File: src/rtl/wb_stage_pkg.sv
// Shared definitions for the writeback stage.
// Opcode constants, held-entry bundle and writeback decode helper.
package wb_stage_pkg;

   localparam int DATA_W = 32;

   localparam logic [6:0] OPC_LOAD   = 7'b0000011;
   localparam logic [6:0] OPC_STORE  = 7'b0100011;
   localparam logic [6:0] OPC_OP_IMM = 7'b0010011;
   localparam logic [6:0] OPC_OP     = 7'b0110011;
   localparam logic [6:0] OPC_LUI    = 7'b0110111;
   localparam logic [6:0] OPC_AUIPC  = 7'b0010111;
   localparam logic [6:0] OPC_JAL    = 7'b1101111;
   localparam logic [6:0] OPC_JALR   = 7'b1100111;
   localparam logic [6:0] OPC_BRANCH = 7'b1100011;
   localparam logic [6:0] OPC_FENCE  = 7'b0001111;
   localparam logic [6:0] OPC_SYSTEM = 7'b1110011;

   typedef struct packed {
      logic              valid;
      logic [31:0]       instr;
      logic [DATA_W-1:0] data;
   } wb_entry_t;

   // Register write intent of an instruction; rd==x0 never writes.
   function automatic logic wb_writes(input logic [31:0] instr);
      logic w;
      w = 1'b0;
      case (instr[6:0])
         OPC_LOAD, OPC_OP_IMM, OPC_OP,
         OPC_LUI, OPC_AUIPC,
         OPC_JAL, OPC_JALR: w = 1'b1;
         default:           w = 1'b0;
      endcase
      return w && (instr[11:7] != 5'd0);
   endfunction

endpackage

File: src/rtl/wb_stage_register_file.sv
// Integer register array: one write port, two raw read ports.
// Synchronous reset clears every entry; x0 handling lives upstream.
module wb_stage_register_file #(
   parameter int BITSIZE = 32,
   parameter int NREGS   = 32
) (
   input  logic               clk,
   input  logic               rst_i,
   input  logic               we,
   input  logic [4:0]         waddr,
   input  logic [BITSIZE-1:0] wdata,
   input  logic [4:0]         raddr1,
   output logic [BITSIZE-1:0] rdata1,
   input  logic [4:0]         raddr2,
   output logic [BITSIZE-1:0] rdata2
);

   logic [BITSIZE-1:0] regs [NREGS];

   // Clear on reset, otherwise write the committed value.
   always_ff @(posedge clk) begin
      if (rst_i) begin
         for (int i = 0; i < NREGS; i++) begin
            regs[i] <= '0;
         end
      end else if (we) begin
         regs[waddr] <= wdata;
      end
   end

   assign rdata1 = regs[raddr1];
   assign rdata2 = regs[raddr2];

endmodule

File: src/rtl/wb_stage.sv
// Writeback stage: holds one entry, commits it to the regfile.
// Bypassed read ports; WB_INSTRET_EN adds a 64-bit retire counter.
module wb_stage
   import wb_stage_pkg::*;
#(
   parameter int BITSIZE = 32,
   parameter int NREGS   = 32
) (
   input  logic               clk,
   input  logic               rst_i,
   input  logic               halt_i,
   input  logic               valid_i,
   output logic               ack_o,
   input  logic [31:0]        instr_i,
   input  logic [BITSIZE-1:0] data_i,
   input  logic [4:0]         rs1_addr_i,
   output logic [BITSIZE-1:0] rs1_data_o,
   input  logic [4:0]         rs2_addr_i,
   output logic [BITSIZE-1:0] rs2_data_o,
   output logic               wb_valid_o,
   output logic [4:0]         wb_rd_o,
   output logic [63:0]        instret_o
);

   wb_entry_t          entry_q;
   logic               we;
   logic               commit;
   logic [4:0]         rd;
   logic [BITSIZE-1:0] held;
   logic [BITSIZE-1:0] raw1;
   logic [BITSIZE-1:0] raw2;

   assign rd     = entry_q.instr[11:7];
   assign held   = BITSIZE'(entry_q.data);
   assign we     = entry_q.valid & wb_writes(entry_q.instr) & ~rst_i;
   assign commit = we & ~halt_i;

   assign ack_o      = valid_i & ~halt_i & ~rst_i;
   assign wb_valid_o = we;
   assign wb_rd_o    = we ? rd : 5'd0;

   // Latch the incoming entry; a halt freezes the held one.
   always_ff @(posedge clk) begin
      if (rst_i) begin
         entry_q <= '0;
      end else if (!halt_i) begin
         entry_q.valid <= valid_i;
         entry_q.instr <= instr_i;
         entry_q.data  <= DATA_W'(data_i);
      end
   end

   wb_stage_register_file #(
      .BITSIZE (BITSIZE),
      .NREGS   (NREGS)
   ) u_rf (
      .clk    (clk),
      .rst_i  (rst_i),
      .we     (commit),
      .waddr  (rd),
      .wdata  (held),
      .raddr1 (rs1_addr_i),
      .rdata1 (raw1),
      .raddr2 (rs2_addr_i),
      .rdata2 (raw2)
   );

   assign rs1_data_o =
      (rst_i || rs1_addr_i == 5'd0)  ? '0   :
      (we && rs1_addr_i == rd)       ? held : raw1;

   assign rs2_data_o =
      (rst_i || rs2_addr_i == 5'd0)  ? '0   :
      (we && rs2_addr_i == rd)       ? held : raw2;

`ifdef WB_INSTRET_EN
   logic [63:0] instret_q;

   // Count every valid entry that leaves the stage.
   always_ff @(posedge clk) begin
      if (rst_i) begin
         instret_q <= '0;
      end else if (!halt_i && entry_q.valid) begin
         instret_q <= instret_q + 64'd1;
      end
   end

   assign instret_o = instret_q;
`else
   assign instret_o = '0;
`endif

endmodule

File: config.mk
export PLATFORM = sky130hd
export DESIGN_NAME = wb_stage
export DESIGN_NICKNAME = d
export VERILOG_FILES = /design/src/rtl/wb_stage_pkg.sv /design/src/rtl/wb_stage_register_file.sv /design/src/rtl/wb_stage.sv
export SDC_FILE = /design/constraint.sdc
export NUM_CORES = 2
export LEC_CHECK = 0
export BUFFER_PORTS_ARGS = -buffer_cell sky130_fd_sc_hd__buf_4
export CAP_MARGIN = 30
export CORE_ASPECT_RATIO = 0.6
export CORE_MARGIN = 4
export CORE_UTILIZATION = 50
export CTS_CLUSTER_DIAMETER = 80
export DETAILED_ROUTE_END_ITERATION = 10
export PLACE_DENSITY = 0.71
export SYNTH_ARGS = -nofsm -noshare
export SYNTH_HDL_FRONTEND = slang
export SYNTH_SLANG_ARGS = --single-unit
File: constraint.sdc
create_clock -name clk -period 6.28 [get_ports clk]
set_input_delay 0.942 -clock clk [delete_from_list [all_inputs] [get_ports clk]]
set_output_delay 0.942 -clock clk [all_outputs]
set_load 0.03 [all_outputs]
Word level (Yosys, flattened, before mapping). Memory sizes are Yosys's and may differ from the RTL's. Cells that the tools add are included.

Register bits after elaboration: 45. Memory bits (writable): 1024. Input port bits: 78. Output and inout bits: 135. Logic and storage cells: 44. Memories: 1.

Memories: u_rf.regs (depth 32, width 32, read ports 2, clocked after memory_dff 0, write ports 32, line wb_stage_register_file.sv:18) `logic [BITSIZE-1:0] regs [NREGS];`.

Eq/ne operators: 9. Muxes and demuxes: 14. Bitwise operators: 7. Reduce and logical (&&, ||, !) cells: 10.

Operators by type and width (number): 2-to-1 mux 32 bit (5); OR reduction 32 bit (1); equality test 7 x 5 -> 1 bit (second input constant) (2); equality test 7 x 6 -> 1 bit (second input constant) (2); equality test 7 bit (second input constant) (2); equality test 5 bit (2); logical NOT 5 bit (2); 2-to-1 mux 5 bit (2); equality test 7 x 2 -> 1 bit (second input constant) (1); 2-to-1 mux 1 bit (7); OR reduction 7 bit (1); AND 1 bit (5); nonzero test 5 bit (1); logical AND 1 bit (3); logical OR 1 bit (2); inverter 1 bit (2).

Depth between registers and ports, before layout.
Word-level depth: 12. Mapped depth: 9. Depth with buffers taken out: 5.

Hierarchy. Synthesis repeated with hierarchy kept, for this count alone.

Cells, all modules: 5098. Area, all modules: 60110.2 um2.

By module, submodules not included: wb_stage_register_file (times used 1, cells an instance 4640, area an instance 56467.9 um2, sequential area each 30749.5 um2); wb_stage (times used 1, cells an instance 458, area an instance 3642.2 um2, sequential area each 900.9 um2).

Worst setup path before layout. OpenSTA, ideal clock, no wires.

Path kind: input-to-output. Start: input port rs1_addr_i[0]. End: output port rs1_data_o[0]. Data arrival time: 2.932 ns. Path slack: 2.406 ns. Stages: 9. Path buffers: 4. Path through: buf_2 -> buf_2 -> buf_4 -> buf_4 -> mux2i_1 -> a221oi_1 -> nor2_1 -> o21a_1 -> o21ai_0.

Word-level cells in the longest chain between the ends: 4. Elaborated cells between the ends (all ways): 7. Classes of those cells: 1 x eq/ne; 2 x mux; 3 x reduce/logical; 1 x memory.

Ends and longest elaborated chain: start, declared (line wb_stage.sv:16) `input logic [4:0] rs1_addr_i,`; branches (longest 3 deep; another with memory (32 x 32 bit)); 2-to-1 mux 32 bit * (line wb_stage.sv:69) `(rst_i || rs1_addr_i == 5'd0) ? '0 :`; end, declared (line wb_stage.sv:17) `output logic [BITSIZE-1:0] rs1_data_o,`.

Mark *: on every way between the ends.

Worst setup path after layout.
Start: input port rs1_addr_i[2]. End: output port rs1_data_o[26].

The elaborated chain is that of the path after synthesis.

==> results.md <==
- The deepest level of the CTS H-tree is 3.
- The leakage power of the design is ~23 nW.
- In this run the worst path has a maximum fanout of 39.
- After clock tree synthesis, the clock-pin slew on the worst setup and hold paths is 0.07 ns.
- The critical path contains buffers and inverters numbering 2 combined.
- Cell internal power was estimated by the tool at 12.5 mW.
- The post-placement cell count is about 5300.
- IR analysis of the VDD net gives a maximum drop of 204 uV.
- The number of search-and-repair iterations in the first detailed-routing pass is 6.
- The worst setup path is launched from a primary input.
- The region available for standard cell placement spans 0.112 mm^2.
- The combinational share of power is 0.120.
- The worst-case clock skew is 0.0236 ns.
- At the pin with the least slew margin, the transition time is 1.10 ns.
- The number of flops mapped to enable cells by yosys is 1024.
- The share of total power dissipated in sequential elements is 0.492.
- The analysis attributes to net switching a power of 4.25 mW.
- Derived from the worst setup path, the maximum achievable clock frequency is approximately 190 MHz.
- The setup path with the least slack is of type primary input to output port.
- The chip width is 441 um.
- Summed over all layers, the global routing overflow is 0.
- TritonCTS built the clock tree.
- In the final layout, the share of cells above drive strength 1 is 0.246.
- The final sum of negative setup slack is 0 ns.
- The tree is rooted in a clkbuf_16.
- After detailed routing, the number of remaining DRC violations is 0.
- The clock sink total is 1069.
- Setup repair after global routing left no endpoint under its margin.
- For this run, the register share of the synthesized area comes to 0.562.
- The worst slack after detailed placement is 1.47 ns.
- Among all stages on the critical path, the largest delay is contributed by a221oi_1.
- The floorplan step defined a die boundary enclosing 0.118 mm^2.
- The layout has 8627 filler cells.
- Each instance of the synthesized netlist takes up on average 14.6 um^2.
- From synthesis to final layout, the design area changed by 11.2%.
- The number of buffers added on ports is 128.
- Summing internal, switching and leakage power gives roughly 17 mW.
- The clock share of power is 0.388.
- Of the available clock period, the critical path in the final layout requires 0.821.
- The flow ran to the end, and the final reports show no timing, DRC or antenna violations.
- During synthesis, Yosys emitted a total of 0 warnings.
- The register cell area after layout is 0.0317 mm^2.
- The worst hold slack is 0.460 ns.
- The initial utilization of the core area, before any placement, comes to 0.504.
- 0 antenna diodes ended up in the layout.
- The via count of the first global-routing pass is 35800.
- The via count is 36900.
- After detailed routing, the average wire length per cell comes to approximately 34 um.
- Among all flip-flop cells after synthesis, the most frequent one is edfxtp_1.
- The longest clock path from root to sink contains 3 buffers.
- The kind of capture point of the worst setup path is an output port.
- The instance area at placement is 0.0592 mm^2.
- The post-synthesis async set-or-reset flop share is 0.
- The required time of the critical path is 5.34 ns.
- The total setup violations reported at the end of the flow is 0.
- The worst hold path belongs to the class primary input to register.
- The count of state elements after synthesis is 1069.
- The vertical die dimension is 268 um.
- The tool flagged a number of max-cap violations equal to 0.
- For this block, the initial DRC count from the detailed router was just under 6000.
- The number of resized instances in the post-cts repair step is 0.
- Detailed placement ended at an HPWL of 117000 um.
- The cell count after synthesis is 3869.
- The initialized floorplan defines 95 standard-cell rows.
- The initial antenna violation count is 9.
- The distinct cell type count of the synthesized netlist is between 40 and 50.
- The number of slew-limit violations in the final report is 0.
- Entering global routing, the biggest net connects 78 pins.
- The multi-input combinational cells in the finished layout cover a total of 0.0231 mm^2.
- The fraction of power spent switching nets is 0.254.
- The gate family responsible for the most delay along the worst path is compound AO/OA/AOI/OAI gates.
- In the layout the commonest cells are 1024 x edfxtp_1, 993 x and2_1, 445 x mux4_2.
- The total setup buffers inserted after CTS is 0.
- Routability-driven placement finished with a final weighted congestion of 0.968.
- The most used cell along the critical path is buf_4.
- The wire length after detailed routing is 188000 um.
- The post-synthesis instance area is about 0.056 mm^2.
- Clock latency on the worst-skew pair, taken at its later pin, is 0.71 ns.
- The power density of the placed cells is approximately 270 mW/mm^2.
- Leaving out fill and tap cells, the most frequent cell in the layout is edfxtp_1.
- The net total in the final layout is between 3000 and 4000.
- The clock period minus worst slack is 5.16 ns.
- The worst path meets setup with ~1.1 ns of slack.
- The count of final hold-check violations is 0.
- The largest stage delay on the critical path is 1.01 ns.
- The number of buffers created by CTS is 100.
- The hold buffer count at cts is 0.
- Walking the worst path, the cells encountered are buf_4 > nor2_4 > a221oi_1 > a22oi_1 > o21a_1 > o21ai_0 > buf_4.
- For this run, the total global-route usage over all layers was measured as 0.317.
- The count of nets left with antenna violations once routing finished came out at 0.
- Measured against its own limit, the worst slew margin works out to 0.266.
- Once layout is done, the placed cells without fillers occupy 0.0627 mm^2.
- ~210 I/O pins were placed.
- The count of cells in the finished layout, fillers not included, comes to 5468.
- The number of vias per cell after detailed routing is 6.75.
- At the end of the flow the core is filled with cells to 0.560.
- Data on the critical path arrives at its endpoint at 4.22 ns.
- The first global-routing pass estimated 265000 um of wire.
==> layout make-up <==
type,instances,area share
sequential,1069,0.505
multi-input combinational,2413,0.369
clock buffer,113,0.0417
timing repair buffer,295,0.0414
tap,1503,0.0300
clock inverter,73,0.0126
inverter,2,0.000120
==> worst reg2reg max path: cells and delay by family (launching register included) <==
kind	cells	cell delay [ns]
flip-flops	1	0.74
buffers and inverters	3	1.07
AND/OR/NAND/NOR	4	1.48
==> worst paths after layout <==
kind | start | endpoint | slack, ns | cells past startpoint
setup / recovery | rs1_addr_i[2] | rs1_data_o[26] | 1.12 | 7
hold / removal | data_i[5] | held[5] | 0.46 | 3
setup reg to reg | entry_q[42] | u_rf.regs[12][8] | 2.67 | 7
hold reg to reg | entry_q[64] | entry_q[64] | 0.47 | 2
==> cells in the mapped netlist, types with 2 or more instances <==
cell      number  area share
a22o_1        31      0.0048
nand2_1       41      0.0027
a221oi_1      64      0.0099
or3_1          2     0.00022
nor3_1         8     0.00071
inv_1          2     0.00013
nand2b_1       3     0.00033
nand4_1        4     0.00044
o21ai_0       33      0.0029
or2_2         31      0.0034
clkbuf_1     318       0.021
nand3_1        5     0.00044
a31oi_1        2     0.00022
and3_1         5     0.00055
nor2_1       120      0.0080
nand3b_1       3     0.00040
nor4_1        30      0.0033
mux2i_1      180       0.032
xor2_1        10      0.0016
o21a_1        32      0.0043
a32oi_1       34      0.0053
buf_4         71      0.0095
and4_1         2     0.00031
and2_1       994        0.11
nor2b_1        6     0.00067
dfxtp_1       45       0.016
o22ai_1      120       0.013
buf_2         75      0.0067
a22oi_1       96       0.013
a21oi_1        3     0.00027
edfxtp_1    1024        0.55
buf_1         14     0.00093
nand4b_1       4     0.00062
mux4_2       445        0.18
==> metal layers <==
layer	part of all wire	up-vias	global-route usage
met1	0.37	18900	0.442
met2	0.42	2767	0.442
met5	0.00078	-	0.00669
met4	0.041	8	0.116
met3	0.16	430	0.139
li1	-	14800	-
==> state kept, by name, summed over array words and instances, names as in the netlist <==
signal,cells
held,32
u_rf.regs,1024
entry_q,13
==> logic make-up after synthesis <==
logic type             synth area share
AND/OR/NAND/NOR                   0.133
other                         0.0000665
flip-flops                        0.562
XOR/XNOR                        0.00155
multiplexers                      0.210
buffers and inverters            0.0388
AO/OA/AOI/OAI                    0.0547
==> power by group through the flow <==
| stage | clock, mW | combinational (mW) | sequential, mW |
|---|---|---|---|
| after global routing | 6.83 | 2.06 | 8.25 |
| final | 6.48 | 2.01 | 8.23 |
| after detailed placement | 0 | 1.93 | 8.37 |
| after CTS | 6.51 | 1.94 | 8.22 |
| after floorplan | 0 | 1.25 | 8.29 |
| after global placement | 0 | 1.90 | 8.36 |
(Power assumes the default switching activity.)
